## src/rtl/dsp_config_loader_if.sv

```systemverilog
// Word handshake between the config host/memory and the loader.
// The host drives data/valid; the loader answers with ready.
interface dsp_config_loader_if #(
    parameter int WORD_W = 16
);
    logic [WORD_W-1:0] word_data;
    logic              word_valid;
    logic              word_ready;

    modport master (
        output word_data,
        output word_valid,
        input  word_ready
    );

    modport slave (
        input  word_data,
        input  word_valid,
        output word_ready
    );
endinterface

```

## src/rtl/dsp_config_loader.sv

```systemverilog
// Serial writer for the DSP configuration chain: takes parallel words
// and shifts exactly CFG_BITS bits out LSB-first, then pulses done.
module dsp_config_loader #(
    parameter int CFG_BITS = 100,
    parameter int WORD_W   = 16
) (
    input  logic                 clk,
    input  logic                 rst_n,
    input  logic                 start,
    input  logic                 abort,
    dsp_config_loader_if.slave   wr,
    output logic                 cfg_out,
    output logic                 cfg_en,
    output logic                 busy,
    output logic                 done
);
    localparam int BW = $clog2(CFG_BITS + 1);
    localparam int IW = $clog2(WORD_W + 1);

    localparam logic [BW-1:0] LAST_BIT = BW'(CFG_BITS - 1);
    localparam logic [IW-1:0] LAST_IDX = IW'(WORD_W - 1);

    typedef enum logic [1:0] {
        S_IDLE,
        S_LOAD,
        S_SHIFT,
        S_DONE
    } state_t;

    state_t            state;
    logic [WORD_W-1:0] sh;
    logic [BW-1:0]     bit_cnt;
    logic [IW-1:0]     idx;
    logic              ready_q;

    assign wr.word_ready = ready_q;

    // bit_cnt is the index of the bit on cfg_out while shifting,
    // and the index of the next bit to send while stalled in LOAD.
    always_ff @(posedge clk or negedge rst_n) begin
        if (!rst_n) begin
            state   <= S_IDLE;
            sh      <= '0;
            bit_cnt <= '0;
            idx     <= '0;
            ready_q <= 1'b0;
            cfg_out <= 1'b0;
            cfg_en  <= 1'b0;
            busy    <= 1'b0;
            done    <= 1'b0;
        end else begin
            unique case (state)
                S_IDLE: begin
                    done <= 1'b0;
                    if (start && !abort) begin
                        state   <= S_LOAD;
                        busy    <= 1'b1;
                        ready_q <= 1'b1;
                        bit_cnt <= '0;
                        idx     <= '0;
                    end
                end
                S_LOAD: begin
                    if (abort) begin
                        state   <= S_IDLE;
                        ready_q <= 1'b0;
                        cfg_en  <= 1'b0;
                        cfg_out <= 1'b0;
                        busy    <= 1'b0;
                    end else if (wr.word_valid) begin
                        state   <= S_SHIFT;
                        ready_q <= 1'b0;
                        cfg_en  <= 1'b1;
                        cfg_out <= wr.word_data[0];
                        sh      <= wr.word_data >> 1;
                        idx     <= '0;
                    end
                end
                S_SHIFT: begin
                    if (abort) begin
                        state   <= S_IDLE;
                        ready_q <= 1'b0;
                        cfg_en  <= 1'b0;
                        cfg_out <= 1'b0;
                        busy    <= 1'b0;
                    end else if (bit_cnt == LAST_BIT) begin
                        state   <= S_DONE;
                        ready_q <= 1'b0;
                        cfg_en  <= 1'b0;
                        cfg_out <= 1'b0;
                        busy    <= 1'b0;
                        done    <= 1'b1;
                    end else if (idx == LAST_IDX) begin
                        bit_cnt <= bit_cnt + 1'b1;
                        if (wr.word_valid) begin
                            // seamless hand-over to the next word
                            ready_q <= 1'b0;
                            cfg_out <= wr.word_data[0];
                            sh      <= wr.word_data >> 1;
                            idx     <= '0;
                        end else begin
                            state   <= S_LOAD;
                            cfg_en  <= 1'b0;
                            cfg_out <= 1'b0;
                        end
                    end else begin
                        cfg_out <= sh[0];
                        sh      <= sh >> 1;
                        idx     <= idx + 1'b1;
                        bit_cnt <= bit_cnt + 1'b1;
                        ready_q <= ((idx + 1'b1) == LAST_IDX)
                                && ((bit_cnt + 1'b1) != LAST_BIT);
                    end
                end
                S_DONE: begin
                    state <= S_IDLE;
                    done  <= 1'b0;
                end
                default: state <= S_IDLE;
            endcase
        end
    end
endmodule

```

## src/flat_wrapper.sv

```systemverilog
// flat-port wrapper written by rule: the top's interface ports become plain ports
module dsp_config_loader_flat 
#(
    parameter int CFG_BITS = 100,
    parameter int WORD_W   = 16
)
  (clk, rst_n, start, abort, cfg_out, cfg_en, busy, done, wr_word_data, wr_word_valid, wr_word_ready);
  dsp_config_loader_if #(.WORD_W(WORD_W)) wr_i ();
  input  logic clk;
  input  logic rst_n;
  input  logic start;
  input  logic abort;
  output logic cfg_out;
  output logic cfg_en;
  output logic busy;
  output logic done;
  input wire logic [$bits(wr_i.word_data)-1:0] wr_word_data;
  input wire logic [$bits(wr_i.word_valid)-1:0] wr_word_valid;
  output wire logic [$bits(wr_i.word_ready)-1:0] wr_word_ready;
  assign wr_i.word_data = wr_word_data;
  assign wr_i.word_valid = wr_word_valid;
  assign wr_word_ready = wr_i.word_ready;
  dsp_config_loader #(.CFG_BITS(CFG_BITS), .WORD_W(WORD_W)) u_core (.clk(clk), .rst_n(rst_n), .start(start), .abort(abort), .wr(wr_i), .cfg_out(cfg_out), .cfg_en(cfg_en), .busy(busy), .done(done));
endmodule
```

## config.mk

```make
export PLATFORM = sky130hd
export DESIGN_NAME = dsp_config_loader_flat
export DESIGN_NICKNAME = d
export VERILOG_FILES = /design/src/rtl/dsp_config_loader_if.sv /design/src/rtl/dsp_config_loader.sv /design/src/flat_wrapper.sv
export SDC_FILE = /design/constraint.sdc
export NUM_CORES = 1
export LEC_CHECK = 0
export BUFFER_PORTS_ARGS = -buffer_cell sky130_fd_sc_hd__buf_4
export CAP_MARGIN = 40
export CORE_UTILIZATION = 58
export DETAILED_ROUTE_END_ITERATION = 7
export GPL_ROUTABILITY_DRIVEN = 0
export HOLD_SLACK_MARGIN = 0.02
export PLACE_DENSITY = 0.82
export SLEW_MARGIN = 5
export SYNTH_ARGS = -nofsm -noshare
export SYNTH_HDL_FRONTEND = slang
export SYNTH_SLANG_ARGS = --single-unit
```

## constraint.sdc

```tcl
create_clock -name clk -period 2.6 [get_ports clk]
set_input_delay 0.26 -clock clk [delete_from_list [all_inputs] [get_ports clk]]
set_output_delay 0.26 -clock clk [all_outputs]
set_load 0.05 [all_outputs]
```

Word level (Yosys, flattened, before mapping)
Cells that the tools add are included.

word-level totals
  output and inout bits = 5
  bits of input ports = 21
  flip-flop bits (word level) = 35

operators by class
  add/sub/neg operators = 2
  muxes and demuxes = 53
  equal/unequal tests = 17
  reductions and logical operators = 18

operators by type and width
  operator                                                          number
  16-bit two-way mux                                                5
  16-bit case mux with 2 select lines                               1
  5-bit two-way mux                                                 6
  1-bit two-way mux                                                 23
  7-bit two-way mux                                                 3
  4-bit AND reduction                                               5
  5-bit case mux with 3 select lines                                1
  2-bit two-way mux                                                 7
  7-bit case mux with 2 select lines                                1
  5-bit by 4-bit == test with 1-bit output (second input constant)  2
  2-bit != test (second input constant)                             4
  2-bit case mux with 4 select lines                                1
  7-bit by 1-bit adder with 7-bit output (second input constant)    1
  7-bit == test (second input constant)                             1
  7-bit != test (second input constant)                             1
  1-bit case mux with 2 select lines                                3
  1-bit case mux with 3 select lines                                2
  2-bit nonzero test                                                3
  5-bit by 1-bit adder with 5-bit output (second input constant)    1
  5-bit AND reduction                                               1
  2-bit == test (second input constant)                             2
  2-bit by 1-bit != test with 1-bit output (second input constant)  2
  4-bit by 2-bit != test with 1-bit output (second input constant)  1
  4-bit by 3-bit != test with 1-bit output (second input constant)  1
  10 further kinds                                                  12

Logic depth before layout (Yosys ltp)
  word-level depth = 7
  gate-level depth with buffers = 9
  mapped depth without buffers = 8

Worst setup path after synthesis
OpenSTA, ideal clock, no wires.

  path type = reg-to-reg
  from = reg u_core.idx[0]
  to = reg u_core.sh[0]
  buffers on the path = 1
  path slack = 0.529 ns
  data arrival time = 1.934 ns
  stages on the path, launching flop included = 9
  cells stage by stage = dfrtp_1 -> ha_1 -> and3_1 -> ha_1 -> inv_1 -> nand2_2 -> a221oi_2 -> clkbuf_1 -> a21oi_1

between the ends
  cells in the longest elaborated chain, start to end = 5

RTL lines
  what                                      line                      RTL
  start: declaration                        dsp_config_loader.sv:33   logic [IW-1:0] idx;
  start signal: assignment                  dsp_config_loader.sv:109  idx <= idx + 1'b1;
  5-bit by 4-bit == test with 1-bit output  dsp_config_loader.sv:93   end else if (idx == LAST_IDX) begin
  16-bit two-way mux                        dsp_config_loader.sv:93
  16-bit two-way mux                        dsp_config_loader.sv:86   end else if (bit_cnt == LAST_BIT) begin
  16-bit two-way mux                        dsp_config_loader.sv:80   if (abort) begin
  16-bit case mux with 2 select lines       dsp_config_loader.sv:52   unique case (state)
  end signal: assignment                    dsp_config_loader.sv:75   sh <= wr.word_data >> 1;
  end signal: assignment                    dsp_config_loader.sv:99   sh <= wr.word_data >> 1;
  end signal: assignment                    dsp_config_loader.sv:108  sh <= sh >> 1;
  end: declaration                          dsp_config_loader.sv:31   logic [WORD_W-1:0] sh;

No other way between the ends. The select of a mux whose other input is x is not followed.
A chain may end at the register's enable or synchronous reset.

Worst setup path in the final report
  from = reg u_core.state[0]
  to = reg u_core.bit_cnt[2]

between the ends
  cells in the longest elaborated chain, start to end = 3
  elaborated cells between the ends (all ways) = 8
  those cells by class = eq/ne (4); mux (1); reduce/logical (3)

RTL lines
  what                                                          line                      RTL
  start: declaration                                            dsp_config_loader.sv:30   state_t state;
  start signal: assignment                                      dsp_config_loader.sv:42   state <= S_IDLE;
  start signal: assignment                                      dsp_config_loader.sv:56   state <= S_LOAD;
  start signal: assignment                                      dsp_config_loader.sv:65   state <= S_IDLE;
  2-bit == test / 2-bit logical NOT (equally long branches)     dsp_config_loader.sv:52
  2-bit != test (no source line), or another cell as far along  --
  4-bit AND reduction (no source line)                          --
  end signal: assignment                                        dsp_config_loader.sv:94   bit_cnt <= bit_cnt + 1'b1;
  end signal: assignment                                        dsp_config_loader.sv:110  bit_cnt <= bit_cnt + 1'b1;
  end: declaration                                              dsp_config_loader.sv:32   logic [BW-1:0] bit_cnt;

Several ways; a longest one is shown, not always the timed one.

==> results.toml <==
[run_status]
outcome = "completed"

[yosys]
ys_seq_area_frac = 0.409
yosysTopAreaCell = "dfrtp_1"
syn_area_um2 = 2140
ys_warn_count = 0
ys_async_sr_fraction = 1.00
synth_edf_count = 0
synth_seq_cells = 35
synth_nets = 253
synth_flop_cell = "dfrtp_1"
synthTopCellsByCount = "35 x dfrtp_1, 25 x a21oi_1, 22 x nor2_1"
syn_avg_cell_area_um2 = 9.64
synth_most_common_cell = "dfrtp_1"
syn_inst = 222
synthTopCellsByArea = "dfrtp_1 41%, mux2i_1 7.5%, a21oi_1 5.8%, ha_1 5.8%, nor2_1 3.9%"
synth_top_area_share = 0.409
synth_cell_types = 53

[finish]
num-nets-final = 277
utilization = 0.712
final_cells = 293
antenna_cells = 0
area_growth_pct = 14.6
drive_above_1_share = 0.198

[route]
drc = 0
routedWlPerCell_um = 13.9
drtIter0Drc = 112
wirelength_mm = 4.07
dr_total_vias = 1672
viasPerCell = 5.71
firstDrtPassIters = 4
postRouteAntennaNets = 0

[sta]
maxSlewHeadroom = 0.643
tns_ps = 0
hold_viol_final = 0
timing.final.crit_share = 0.894
worstMarginPinSlew_ps = 535
max_freq_mhz = 430
skew_ps = 9.45
maxSlewViolCount = 0
setup_violations = 0
layout_min_cycle_time_ps = 2330
rsz0062_at_grt = "false"

[run]
cap_viol_max_count = 0

[floorplanning]
io-pin-count = 26
rows = 21
chipHeight_um = 62.7
initial_core_util = 0.622
core_area_um2 = 3440
dieArea_um2 = 3940
die_width_um = 62.7

[power_and_ir_drop]
p_leak_uw = 0.00119
p_total_uw = 2250
power_density_nw_per_um2 = 916
irDropWorstVdd_uv = 510

[clocking]
cts_buffers = 5
cts_setup_buffers = 0
clk_pin_slew_ps = 70
h-tree-depth = 2
cts_tree = "built"
clk_latency_ps = 290
clock-sinks = 35
clock_path_buffers = 2
root_buffer = "clkbuf_8"

[place]
port-buffer-count = 25
dp_cells = 284
hpwlAfterDp_mm = 2.89

[critical_path]
slowest_stage = "ha_1"
reg2reg_from = "u_core.state[0]$_DFFE_PN0P_"
worstPathArrival_ps = 2540
ff2ff_setup_slack_ps = 270
cp_max_fo = 15
cp-start-kind = "flip-flop"
cp_common_cell = "a21oi_1"
worst_r2r_endpoint = "u_core.bit_cnt[2]$_DFFE_PN0P_"
end_kind = "flip-flop"
max_stage_delay_ps = 500
reg2reg_depth = 7
critPathRequiredTime_ps = 2820
criticalPathCategory = "reg2reg"
cp_cell_sequence = "inv_1, ha_1, and2b_1, o41ai_4, a21oi_1, a21oi_1, a31oi_1"

[hold_path]
min-delay-start = "abort"
hold_depth = 2
holdPathEnd = "u_core.cfg_en$_DFFE_PN0P_"
holdCritPathClass = "in2reg"

[global_routing]
grt_max_degree = 36
grt_pass1_wl_mm = 7.16
overflow = 0
track_usage = 0.231
antenna_found_initial = 0
grt_pass1_vias = 1638
cell type report:
cell class / instances / area (um^2)
multi-input combinational: 166 / 1150
fill: 265 / 990
sequential: 35 / 876
timing repair buffer: 29 / 220
clock buffer: 5 / 68.8
tap: 46 / 57.6
clock inverter: 3 / 43.8
inverter: 9 / 33.8
sequential cells by signal (all words and copies together) (netlist names):
register and cells:
u_core.wr.word_ready 1, u_core.busy 1, u_core.state 2, u_core.idx 5, u_core.bit_cnt 7, u_core.sh 16, u_core.done 1, u_core.cfg_out 1
u_core.cfg_en 1
layout by cell type, fill, tap and decap left out, drive strengths merged, types with 2 or more instances in the layout:
cell type  count
nor3           2
nand2         20
xnor2          2
dfrtp         35
buf           28
a22o           5
a22oi          2
ha            10
and3           3
nor2          23
clkinv         2
nand3          6
nand4          2
a31oi          5
a21o           3
inv            9
o31ai          3
clkbuf         5
o21ai          8
and2           2
o41ai          2
a21oi         28
nand2b         4
mux2i         16
metrics by stage:
step / hold slack (ps) / cell area (um^2) / worst slack (ps)
finish: 223 / 2450 / 275
global route: 223 / 2450 / 39.4
CTS: 217 / 2450 / 320
detailed placement: 237 / 2330 / 396
global placement: 232 / 2330 / 478
floorplan: -35.6 / 2140 / 529
worst max-delay path, delay by kind of cell, from the launching register on:
kind	cells	cell delay, ps
AOI/OAI and AO/OA	4	930
adders and majority gates	1	500
buffers and inverters	1	120
DFF	1	410
and+or+nand+nor	1	300
repair_timing:
action	4_1_cts	5_1_grt
setup endpoints to repair	0	0
hold endpoints to repair	35	0
gates resized for setup	0	0
hold buffers	1	0
metal layers:
metal  wire [um]  vias up  track usage
met4          61        0       0.0756
met5           0        -            0
li1            -      838            -
met2        1860       50        0.365
met1        1950      776        0.307
met3         195        8       0.0639
where the power goes:
part           total, uW  switching [uW]  leakage [uW]  internal, uW
combinational        927             570      0.000702           358
clock                482             197     0.0000581           285
sequential           837             114      0.000431           723
total               2250             881       0.00119          1370
worst max path at each step:
| stage | from | endpoint | cells past startpoint |
|---|---|---|---|
| 6_report | u_core.state[0]$_DFFE_PN0P_ | u_core.bit_cnt[2]$_DFFE_PN0P_ | 7 |
| 5_1_grt | u_core.state[0]$_DFFE_PN0P_ | u_core.bit_cnt[3]$_DFFE_PN0P_ | 7 |
| 4_1_cts | u_core.state[0]$_DFFE_PN0P_ | u_core.bit_cnt[2]$_DFFE_PN0P_ | 7 |
| 3_5_place_dp | u_core.state[0]$_DFFE_PN0P_ | u_core.bit_cnt[3]$_DFFE_PN0P_ | 7 |
| 3_3_place_gp | u_core.state[0]$_DFFE_PN0P_ | u_core.bit_cnt[2]$_DFFE_PN0P_ | 7 |
| 2_1_floorplan | u_core.idx[0]$_DFFE_PN0P_ | u_core.sh[0]$_DFFE_PN0P_ | 8 |
logic make-up (layout without fill, tap and decap cells):
logic type / count (synthesis) / in the layout / synth area share
xor gates and xnor gates: 2 / 2 / 0.00819
muxes: 17 / 17 / 0.0801
adders and majority gates: 10 / 10 / 0.0585
buffers and inverters: 21 / 46 / 0.0520
and+or+nand+nor: 73 / 73 / 0.182
AOI/OAI and AO/OA: 64 / 64 / 0.209
DFF: 35 / 35 / 0.409
Note: power is estimated with default switching activity, not from simulation.
